$ cat src/rtl/mem_arb_pkg.sv
// Shared types for the unified memory-port arbiter: FSM states, grant owner
// encoding and the default datapath width.
package mem_arb_pkg;

    parameter int unsigned DefWordW = 16;

    typedef enum logic [2:0] {
        StIdle,
        StBusyIf,
        StBusyDm,
        StDone,
        StErr
    } arb_state_e;

    // Records which requester was served most recently; the other one wins a conflict.
    typedef enum logic {
        GntIf = 1'b0,
        GntDm = 1'b1
    } gnt_e;

endpackage

$ cat src/rtl/wait_timer.sv
// Busy-cycle counter for the memory watchdog. Clear has priority over enable.
// tc flags that the next enabled increment brings the count up to MAX_WAIT.
module wait_timer #(
    parameter int unsigned MAX_WAIT = 15
) (
    input  logic clk,
    input  logic rst,
    input  logic clr,
    input  logic en,
    output logic tc
);

    localparam logic [7:0] Limit = 8'(MAX_WAIT);

    logic [7:0] count_q, count_d;

    // Next count: clear, increment or hold.
    always_comb begin
        count_d = count_q;
        if (clr) begin
            count_d = '0;
        end else if (en) begin
            count_d = count_q + 8'd1;
        end
    end

    // Count register.
    always_ff @(posedge clk) begin
        if (rst) begin
            count_q <= '0;
        end else begin
            count_q <= count_d;
        end
    end

    // Independent of en so the parent can gate it without a combinational loop.
    assign tc = ((count_q + 8'd1) == Limit);

endmodule

$ cat src/rtl/mem_arbiter.sv
// Arbitrates the single memory port between fetch (IF) and data memory (DM).
// One transaction at a time; a conflict goes to the requester not served last.
// Every grant ends with a one-cycle DONE state that carries the valid pulse.
// A hung memory parks the FSM in ERR until reset.
module mem_arbiter
    import mem_arb_pkg::*;
#(
    parameter int unsigned MAX_WAIT = 15,
    parameter int unsigned WORD_W   = DefWordW
) (
    input  logic              clk,
    input  logic              rst,
    input  logic              if_req,
    input  logic [WORD_W-1:0] if_addr,
    output logic [WORD_W-1:0] if_data,
    output logic              if_valid,
    output logic              if_stall,
    input  logic              dm_req,
    input  logic              dm_wr,
    input  logic [WORD_W-1:0] dm_addr,
    input  logic [WORD_W-1:0] dm_wdata,
    output logic [WORD_W-1:0] dm_rdata,
    output logic              dm_valid,
    output logic              dm_stall,
    output logic              mem_req,
    output logic              mem_wr,
    output logic [WORD_W-1:0] mem_addr,
    output logic [WORD_W-1:0] mem_wdata,
    input  logic [WORD_W-1:0] mem_rdata,
    input  logic              mem_done,
    output logic              err
);

    arb_state_e        state_q, state_d;
    gnt_e              last_q, last_d;
    logic              mem_req_q, mem_req_d;
    logic              mem_wr_q, mem_wr_d;
    logic [WORD_W-1:0] mem_addr_q, mem_addr_d;
    logic [WORD_W-1:0] mem_wdata_q, mem_wdata_d;
    logic [WORD_W-1:0] if_data_q, if_data_d;
    logic [WORD_W-1:0] dm_rdata_q, dm_rdata_d;
    logic              if_valid_q, if_valid_d;
    logic              dm_valid_q, dm_valid_d;
    logic              err_q, err_d;

    logic timer_clr, timer_en, timer_tc;
    logic grant_if, grant_dm;

    wait_timer #(
        .MAX_WAIT(MAX_WAIT)
    ) u_wait_timer (
        .clk(clk),
        .rst(rst),
        .clr(timer_clr),
        .en (timer_en),
        .tc (timer_tc)
    );

    // Conflict resolution: the requester not served last wins.
    always_comb begin
        grant_dm = dm_req && (!if_req || (last_q == GntIf));
        grant_if = if_req && !grant_dm;
    end

    // Next-state and registered-output logic.
    always_comb begin
        state_d     = state_q;
        last_d      = last_q;
        mem_req_d   = mem_req_q;
        mem_wr_d    = mem_wr_q;
        mem_addr_d  = mem_addr_q;
        mem_wdata_d = mem_wdata_q;
        if_data_d   = if_data_q;
        dm_rdata_d  = dm_rdata_q;
        if_valid_d  = 1'b0;
        dm_valid_d  = 1'b0;
        err_d       = err_q;
        timer_clr   = 1'b0;
        timer_en    = 1'b0;

        case (state_q)
            StIdle: begin
                if (grant_dm) begin
                    state_d     = StBusyDm;
                    mem_req_d   = 1'b1;
                    mem_wr_d    = dm_wr;
                    mem_addr_d  = dm_addr;
                    mem_wdata_d = dm_wdata;
                    timer_clr   = 1'b1;
                end else if (grant_if) begin
                    state_d    = StBusyIf;
                    mem_req_d  = 1'b1;
                    mem_wr_d   = 1'b0;
                    mem_addr_d = if_addr;
                    timer_clr  = 1'b1;
                end
            end

            StBusyIf, StBusyDm: begin
                if (mem_done) begin
                    state_d   = StDone;
                    mem_req_d = 1'b0;
                    mem_wr_d  = 1'b0;
                    timer_clr = 1'b1;
                    if (state_q == StBusyIf) begin
                        if_data_d  = mem_rdata;
                        if_valid_d = 1'b1;
                        last_d     = GntIf;
                    end else begin
                        // A write leaves the last read data in place.
                        if (!mem_wr_q) begin
                            dm_rdata_d = mem_rdata;
                        end
                        dm_valid_d = 1'b1;
                        last_d     = GntDm;
                    end
                end else begin
                    timer_en = 1'b1;
                    if (timer_tc) begin
                        state_d   = StErr;
                        err_d     = 1'b1;
                        mem_req_d = 1'b0;
                        mem_wr_d  = 1'b0;
                    end
                end
            end

            // Valid pulse is visible this cycle; new requests wait for IDLE.
            StDone: begin
                state_d = StIdle;
            end

            StErr: begin
                state_d = StErr;
            end

            default: begin
                state_d = StIdle;
            end
        endcase
    end

    // State and output registers with synchronous reset.
    always_ff @(posedge clk) begin
        if (rst) begin
            state_q     <= StIdle;
            last_q      <= GntIf;
            mem_req_q   <= 1'b0;
            mem_wr_q    <= 1'b0;
            mem_addr_q  <= '0;
            mem_wdata_q <= '0;
            if_data_q   <= '0;
            dm_rdata_q  <= '0;
            if_valid_q  <= 1'b0;
            dm_valid_q  <= 1'b0;
            err_q       <= 1'b0;
        end else begin
            state_q     <= state_d;
            last_q      <= last_d;
            mem_req_q   <= mem_req_d;
            mem_wr_q    <= mem_wr_d;
            mem_addr_q  <= mem_addr_d;
            mem_wdata_q <= mem_wdata_d;
            if_data_q   <= if_data_d;
            dm_rdata_q  <= dm_rdata_d;
            if_valid_q  <= if_valid_d;
            dm_valid_q  <= dm_valid_d;
            err_q       <= err_d;
        end
    end

    assign mem_req   = mem_req_q;
    assign mem_wr    = mem_wr_q;
    assign mem_addr  = mem_addr_q;
    assign mem_wdata = mem_wdata_q;
    assign if_data   = if_data_q;
    assign dm_rdata  = dm_rdata_q;
    assign if_valid  = if_valid_q;
    assign dm_valid  = dm_valid_q;
    assign err       = err_q;

    assign if_stall = if_req & ~if_valid_q;
    assign dm_stall = dm_req & ~dm_valid_q;

endmodule
$ cat config.mk
export PLATFORM = sky130hd
export DESIGN_NAME = mem_arbiter
export DESIGN_NICKNAME = d
export VERILOG_FILES = /design/src/rtl/mem_arb_pkg.sv /design/src/rtl/wait_timer.sv /design/src/rtl/mem_arbiter.sv
export SDC_FILE = /design/constraint.sdc
export NUM_CORES = 1
export LEC_CHECK = 0
export ABC_AREA = 1
export CORE_MARGIN = 2
export CORE_UTILIZATION = 40
export CTS_BUF_LIST = sky130_fd_sc_hd__clkbuf_8
export DETAILED_ROUTE_END_ITERATION = 10
export MAX_ROUTING_LAYER = met4
export PLACE_DENSITY_LB_ADDON = 0.3
export RECOVER_POWER = 25
export REMOVE_ABC_BUFFERS = 1
export SETUP_SLACK_MARGIN = 0.5
export SLEW_MARGIN = 30
export SYNTH_ARGS = -nofsm -noshare
export SYNTH_HDL_FRONTEND = slang
export SYNTH_HIERARCHICAL = 1
export SYNTH_SLANG_ARGS = --single-unit
$ cat constraint.sdc
create_clock -name clk -period 1.7 [get_ports clk]
set_input_delay 0.425 -clock clk [delete_from_list [all_inputs] [get_ports clk]]
set_output_delay 0.425 -clock clk [all_outputs]
set_load 0.05 [all_outputs]
==> impl_results.md, run 1 <==
* Outcome: finished, violations left
* Violated checks: negative setup slack
* Final #Nets at between 700 and 800
* Synthesized flop and latch total at 81
* Core area at approximately 8100 um2
* Num CTS Buffers at 9
* Register area share after synthesis at 48.7%
* RSZ-0062 raised after global routing: yes
* Total gr overflow at 0
* Die height at between 90 and 100 um
* Reg2Reg Depth at 14
* Drt first pass iters at 7
* Clock latency on the worst-skew pair at 0.36 ns
* CTS H-tree lvls at 3
* Largest net degree at the start of global routing at slightly above 40
* Critical R2R Launch: u_wait_timer/count_q[0]
* CTS Sinks at between 80 and 90
* Clk root buf: clkbuf_8
* Most common library cell in the layout ignoring fill and taps: nor2_1
* Post-Syn Area at ~3300 um2
* Final Slew Violations at 0
* Synth Area per Inst at 7.54 um2
* Antenna Nets Post-Route at 0
* Die area at approximately 9100 um2
* Peak VDD IR at 1.30 mV
* Fraction of registers with async set/reset at 0%
* CP Max Fanout at 4
* Critical path arrival at 2.18 ns
* First-pass GRT wire length at around 17000 um
* CTS Hold Bufs at 0
* Cell Pwr Density at 1710 nW/um2
* Fillers at around 460
* Placed cell count at between 600 and 700
* Synth area leader: dfxtp_1
* CP max stage delay at around 0.35 ns
* Vias per cell at roughly 5.4
* Critical path cell sequence: buf_4, inv_1, ha_1, nand3_2, nor2_2, nand2_4, nor2_4, inv_2, nand2_2, nand3b_1, nand2_2, nand2_1, nand2_1, nor2_1
* Count of cell types in the netlist at 32
* Total power at between 0.01 and 0.015 W
* Worst setup path category: reg -> reg
* DR WL/cell at between 15 and 20 um
* Top cell type's share of synthesized area at between 40% and 50%
* Starting Density at 40.9%
* Hold Path Sink: if_data[7]
* Max_slew headroom at 64.3%
* Tot GR Track Use at around a quarter
* Top cells by area, synth: dfxtp_1 (49%), nand2_1 (11%), nor2_1 (9.4%)
* Via count at between 4000 and 5000
* Worst setup margin at -0.197 ns
* Most frequent cells in the layout: nor2_1 (71), nand2_1 (65), clkdlybuf4s50_1 (65), dfxtp_2 (55), buf_8 (46)
* Vias in the first global route at roughly 3800
* MaxCap Viol Count at 0
* Share of cells above drive strength 1 at roughly 48%
* Area growth syn-to-layout at 96.5%
* Crit end category: flip-flop
* Delay-heaviest family, CP: simple AND/OR/NAND/NOR gates
* Drt drc at 0
* Post-synth EDFFs at 0
* Die width at 95.2 um
* Pleak at a little under 3 nW
* Slowest stage cell on the critical path: dfxtp_2
* Yosys warning count at 6
* Routability cong. at 0.823
* CTS clk-pin slew, worst paths at 0.10 ns
* Final worst path period need at around 1.9 ns
* Hold Crit Start: if_data[7]
* Required @ worst endpoint at just under 2 ns
* Clock Skew at between 0.01 and 0.015 ns
* Final hold vios at 0
* Drt total wl at between 10000 and 15000 um
* Max Root-Sink Buffers at 2
* Cells after Synth at ~440
* Fin crit share at 112%
* Final core occ at 80.4%
* DRT iter0 DRCs at 238
* Antenna violations before repair at 0
* Worst R2R Setup Slack at -0.20 ns
* Boundary pin count at roughly 140
* Final setup vio count at 13
* CP Buf/Inv Count at 3
* Detail Placement HPWL at roughly 6600 um
* Hold Path Depth at 2
* Worst hold path type: reg -> reg
* Main synth FF type: dfxtp_1
* Post-route insts no fill at 754
* N_diodes at 0
* Critical Path Source Type: flip-flop
* CTS tree: yes
* FMAX at 0.527 GHz
* Site Rows at 33
* Actual slew at the worst max-slew pin at 0.535 ns
* Port bufs at 140
* R2r endpoint: state_q[0]
==> worst max path at each step <==
| stage | from | cells after the start | slack (ns) | to |
|---|---|---|---|---|
| final | u_wait_timer/count_q[0] | 14 | -0.20 | state_q[0] |
| after global routing | u_wait_timer/count_q[1] | 14 | -0.30 | state_q[0] |
| after floorplan | u_wait_timer/count_q[1] | 14 | -0.008 | state_q[0] |
| after detailed placement | if_req | 9 | -0.24 | u_wait_timer/count_q[0] |
| after CTS | u_wait_timer/count_q[1] | 13 | -0.06 | state_q[0] |
| after global placement | if_req | 10 | -0.21 | u_wait_timer/count_q[3] |
==> where the power goes <==
group          switching [W]  internal [W]  total [W]
clock               0.000763      0.000738    0.00150
combinational        0.00387       0.00277    0.00664
sequential          0.000503       0.00253    0.00303
==> logic make-up (layout without fill, tap and decap cells) <==
| family | Yosys count | after routing | synth area share, % |
|---|---|---|---|
| compound gates | 102 | 102 | 16.3 |
| xor+xnor | 1 | 1 | 0.263 |
| flops | 81 | 81 | 48.7 |
| fa+ha+maj | 2 | 2 | 0.752 |
| simple gates | 205 | 205 | 26.5 |
| buf+inv | 50 | 258 | 7.41 |
==> repair_timing <==
| action | CTS | global route |
|---|---|---|
| resized for setup | 277 | 115 |
| setup endpoints to repair | 150 | 151 |
| gates cloned | 5 | 2 |
| pin swaps | 17 | 36 |
| buffers inserted | 27 | 7 |
==> cell usage after synthesis (4+ instances only) <==
cell type  instances
clkbuf_1           6
o21ai_0           40
nand3_1            8
nand2_1           96
buf_6              5
nand4_1            4
a21oi_1           27
dfxtp_1           81
buf_2              6
o21ai_1           15
nor2_1            83
inv_1             24
a31oi_1           16
inv_2              4
==> layout make-up <==
| cell class | instances | area, um2 | area share, % |
|---|---|---|---|
| repair buffers | 209 | 2370 | 36.3 |
| clock buffers | 10 | 138 | 2.11 |
| flip-flops and latches | 81 | 1730 | 26.4 |
| multi-input cells | 310 | 1930 | 29.5 |
| inverters | 31 | 141 | 2.16 |
| clock inverters | 6 | 72.6 | 1.11 |
| repair inverters | 2 | 22.5 | 0.345 |
| well taps | 105 | 131 | 2.01 |
==> worst min-delay path, cell delays in order (launching register included) <==
cell and delay [ns]:
dfxtp_4 0.37, nand2_4 0.05, a21oi_2 0.04
==> through the flow <==
stage / cell area, um2 / setup WS [ns] / TNS (ns) / hold slack, ns
5_1_grt: 6540 / -0.304 / -2.02 / 0.501
2_1_floorplan: 3200 / -0.00769 / -0.00769 / 0.435
6_report: 6540 / -0.197 / -1.51 / 0.495
3_5_place_dp: 4880 / -0.244 / -9.23 / 0.453
3_3_place_gp: 4880 / -0.211 / -7.94 / 0.450
4_1_cts: 6190 / -0.0613 / -0.149 / 0.466
==> metal layers <==
metal | GRT usage (%) | vias to the layer above | part of all wire [%]
li1 | - | 1850 | -
met1 | 26.9 | 1883 | 35
met2 | 43.7 | 260 | 52
met3 | 5.38 | 82 | 7.2
met4 | 10.6 | 0 | 5.6
met5 | - | - | 0
==> registers in the layout, summed over array words and instances (netlist names) <==
signal                flops
mem_req                   1
dm_valid                  1
last_q                    1
u_wait_timer/count_q      8
mem_wdata                16
if_valid                  1
mem_addr                 16
err                       1
dm_rdata                 16
mem_wr                    1
state_q                   3
if_data                  16
(Power assumes the default switching activity.)
==> inputs of run 2 (changes only) <==
--- a/config.mk
+++ b/config.mk
@@ -20,3 +20,4 @@
 export SYNTH_HDL_FRONTEND = slang
 export SYNTH_HIERARCHICAL = 1
 export SYNTH_SLANG_ARGS = --single-unit
+export TNS_END_PERCENT = 100
==> results of run 2 <==
Same layout as run 1: the final DEF is identical, and so are final timing and power.
==> inputs of run 3 (changes only) <==
--- a/config.mk
+++ b/config.mk
@@ -6,10 +6,11 @@
 export NUM_CORES = 1
 export LEC_CHECK = 0
 export ABC_AREA = 1
-export CORE_MARGIN = 2
+export CORE_MARGIN = 3
 export CORE_UTILIZATION = 40
 export CTS_BUF_LIST = sky130_fd_sc_hd__clkbuf_8
 export DETAILED_ROUTE_END_ITERATION = 10
+export HOLD_SLACK_MARGIN = 0.03
 export MAX_ROUTING_LAYER = met4
 export PLACE_DENSITY_LB_ADDON = 0.3
 export RECOVER_POWER = 25
==> impl_results.md, run 3 (synthesized netlist as in run 1, its figures left out) <==
* Outcome: finished, violations left
* Violated checks: negative setup slack
* Crit end category: flip-flop
* Clock latency on the worst-skew pair at 0.39 ns (+0.03 ns)
* Drt first pass iters at 6 (-1)
* Final Slew Violations at 0 (unchanged)
* Hold Crit Start: if_data[0]
* N_diodes at 0 (unchanged)
* CTS tree: yes
* Switching part of the total at 47.0% (+1.1 points)
* Boundary pin count at 141 (unchanged)
* CP max stage delay at 0.35 ns (about the same)
* Area growth syn-to-layout at 114%
* Setup TNS Final at -3.78 ns (-2.27 ns)
* Placed cell count at 691 (-0.86%)
* Antenna Nets Post-Route at 0 (unchanged)
* Clock Skew at 0.0251 ns (+0.0116 ns)
* Flop pwr share at 24.9% (-2.3 points)
* Max_slew headroom at 52.6% (-12 points)
* DR WL/cell at 25.4 um (+35%)
* Die area at 9450 um2 (+4.2%)
* Die width at 97.2 um (+2.1%)
* Clk root buf: clkbuf_8
* Antenna violations before repair at 0 (unchanged)
* Peak VDD IR at 1.29 mV (-0.90%)
* Vias per cell at 6.13 (+13%)
* Cell mode on critical path: nand2_1
* Vias in the first global route at 4151 (+9.5%)
* Total power at 0.0128 W (+15%)
* Drt total wl at 20000 um (+40%)
* Final core occ at 90.2% (+9.9 points)
* CTS H-tree lvls at 3 (unchanged)
* Total gr overflow at 0 (unchanged)
* Die height at 97.2 um (+2.1%)
* CTS clk-pin slew, worst paths at 0.08 ns (-0.02 ns)
* First-pass GRT wire length at 20400 um (+19%)
* Largest net degree at the start of global routing at 19 (-54%)
* Worst R2R Setup Slack at -0.36 ns (-0.16 ns)
* Worst hold path type: reg -> reg
* Max Root-Sink Buffers at 2 (unchanged)
* Critical Path Source Type: flip-flop
* Critical path cell sequence: buf_4, nand3_2, nand2_1, nand2_1, nand2_1, nor2_4, nand2_4, nor2_4, inv_2, nand2_2, nand3b_1, nand2_2, nand2_1, nand2_1, nor2_1
* Clock network power share at 12.7% (-0.7 points)
* CTS Sinks at 81 (unchanged)
* Combinational share of power at 62.4% (+3.0 points)
* Drt drc at 0 (unchanged)
* Most common library cell in the layout ignoring fill and taps: nand2_1
* Core area at 7890 um2 (-3.0%)
* DRT iter0 DRCs at 478 (+100%)
* Routability cong. at 0.869 (+5.5%)
* Pleak at 3.15 nW (+6.0%)
* P_sw at 0.00604 W (+18%)
* Int Pwr at 0.00680 W (+13%)
* Fin crit share at 121% (+9.7 points)
* RSZ-0062 raised after global routing: yes
* Via count at 4820 (+18%)
* Starting Density at 42.2% (+1.3 points)
* Final worst path period need at 2.06 ns (+0.164 ns)
* Final setup vio count at 41 (+28)
* Port bufs at 140 (unchanged)
* Post-route insts no fill at 786 (+4.2%)
* CTS Hold Bufs at 0 (unchanged)
* Detail Placement HPWL at 6990 um (+5.8%)
* Actual slew at the worst max-slew pin at 0.711 ns (+0.176 ns)
* Delay-heaviest family, CP: simple AND/OR/NAND/NOR gates
* Most frequent cells in the layout: nand2_1 (70), clkdlybuf4s50_1 (66), buf_4 (61), nor2_1 (60), dfxtp_2 (57)
* FMAX at 0.485 GHz (-8.0%)
* Share of cells above drive strength 1 at 57.0% (+8.8 points)
* Setup crit start: u_wait_timer/count_q[1]
* Final hold vios at 0 (unchanged)
* Worst setup path category: reg -> reg
* Cell Pwr Density at 1800 nW/um2 (+5.5%)
* Critical R2R Launch: u_wait_timer/count_q[1]
* Slowest stage cell on the critical path: dfxtp_2
* Site Rows at 32 (-3.0%)
* Worst setup margin at -0.362 ns (-0.164 ns)
* CP Buf/Inv Count at 2 (-1)
* Final #Nets at 752 (+5.0%)
* Num CTS Buffers at 9 (unchanged)
* CP Max Fanout at 4 (unchanged)
* Critical path arrival at 2.36 ns (+0.18 ns)
* Tot GR Track Use at 27.5% (+2.7 points)
* Fillers at 250 (-46%)
* Required @ worst endpoint at 2.00 ns (about the same)
* MaxCap Viol Count at 0 (unchanged)
## run 3: final cells by class
class                   count  area [um2]  area share [%]
flip-flops and latches     81        1740            24.5
repair buffers            245        2760            38.8
inverters                  31         156            2.20
multi-input cells         310        2100            29.5
well taps                 102         128            1.79
clock buffers               9         124            1.74
repair inverters            2        17.5           0.246
clock inverters             6        85.1            1.20
## run 3: per-stage QoR
step	hold slack, ns	area (um2)	setup slack (ns)
4_1_cts	0.483	6370	-0.0560
5_1_grt	0.494	7120	-0.484
6_report	0.483	7120	-0.362
2_1_floorplan	0.435	3200	-0.00769
3_3_place_gp	0.451	4870	-0.300
3_5_place_dp	0.458	4870	-0.322
## run 3: what timing repair did
item / CTS / global route
cloned: 5 / 7
hold endpoints to repair: 0 / 0
gates resized for setup: 310 / 168
setup buffers: 37 / 31
setup endpoints to repair: 150 / 151
pin swaps: 34 / 61
## run 3: path summary, 6_finish.rpt
kind	endpoint	depth (start not counted)
max	state_q[0]	15
min	if_data[0]	2
max reg2reg	state_q[0]	15
min reg2reg	if_data[0]	2
## run 3: worst min-delay path, stage by stage (launching register included)
cell	delay, ns
dfxtp_2	0.34
nand2_2	0.07
a21oi_2	0.05
## run 3: power by group through the flow
stage,clock network [W],registers [W],logic (W)
floorplan,0,0.00433,0.00133
global placement,0,0.00281,0.00441
detailed placement,0,0.00283,0.00449
CTS,0.00154,0.00310,0.00630
global route,0.00169,0.00322,0.00820
finish,0.00163,0.00319,0.00802
## run 3: per-layer routing
layer	vias to the layer above	global-route usage [%]	routed length (um)
met1	2239	29.6	6400
met4	0	11.0	1770
met2	476	48.9	9910
li1	1915	-	-
met3	190	6.32	1910
met5	-	-	0
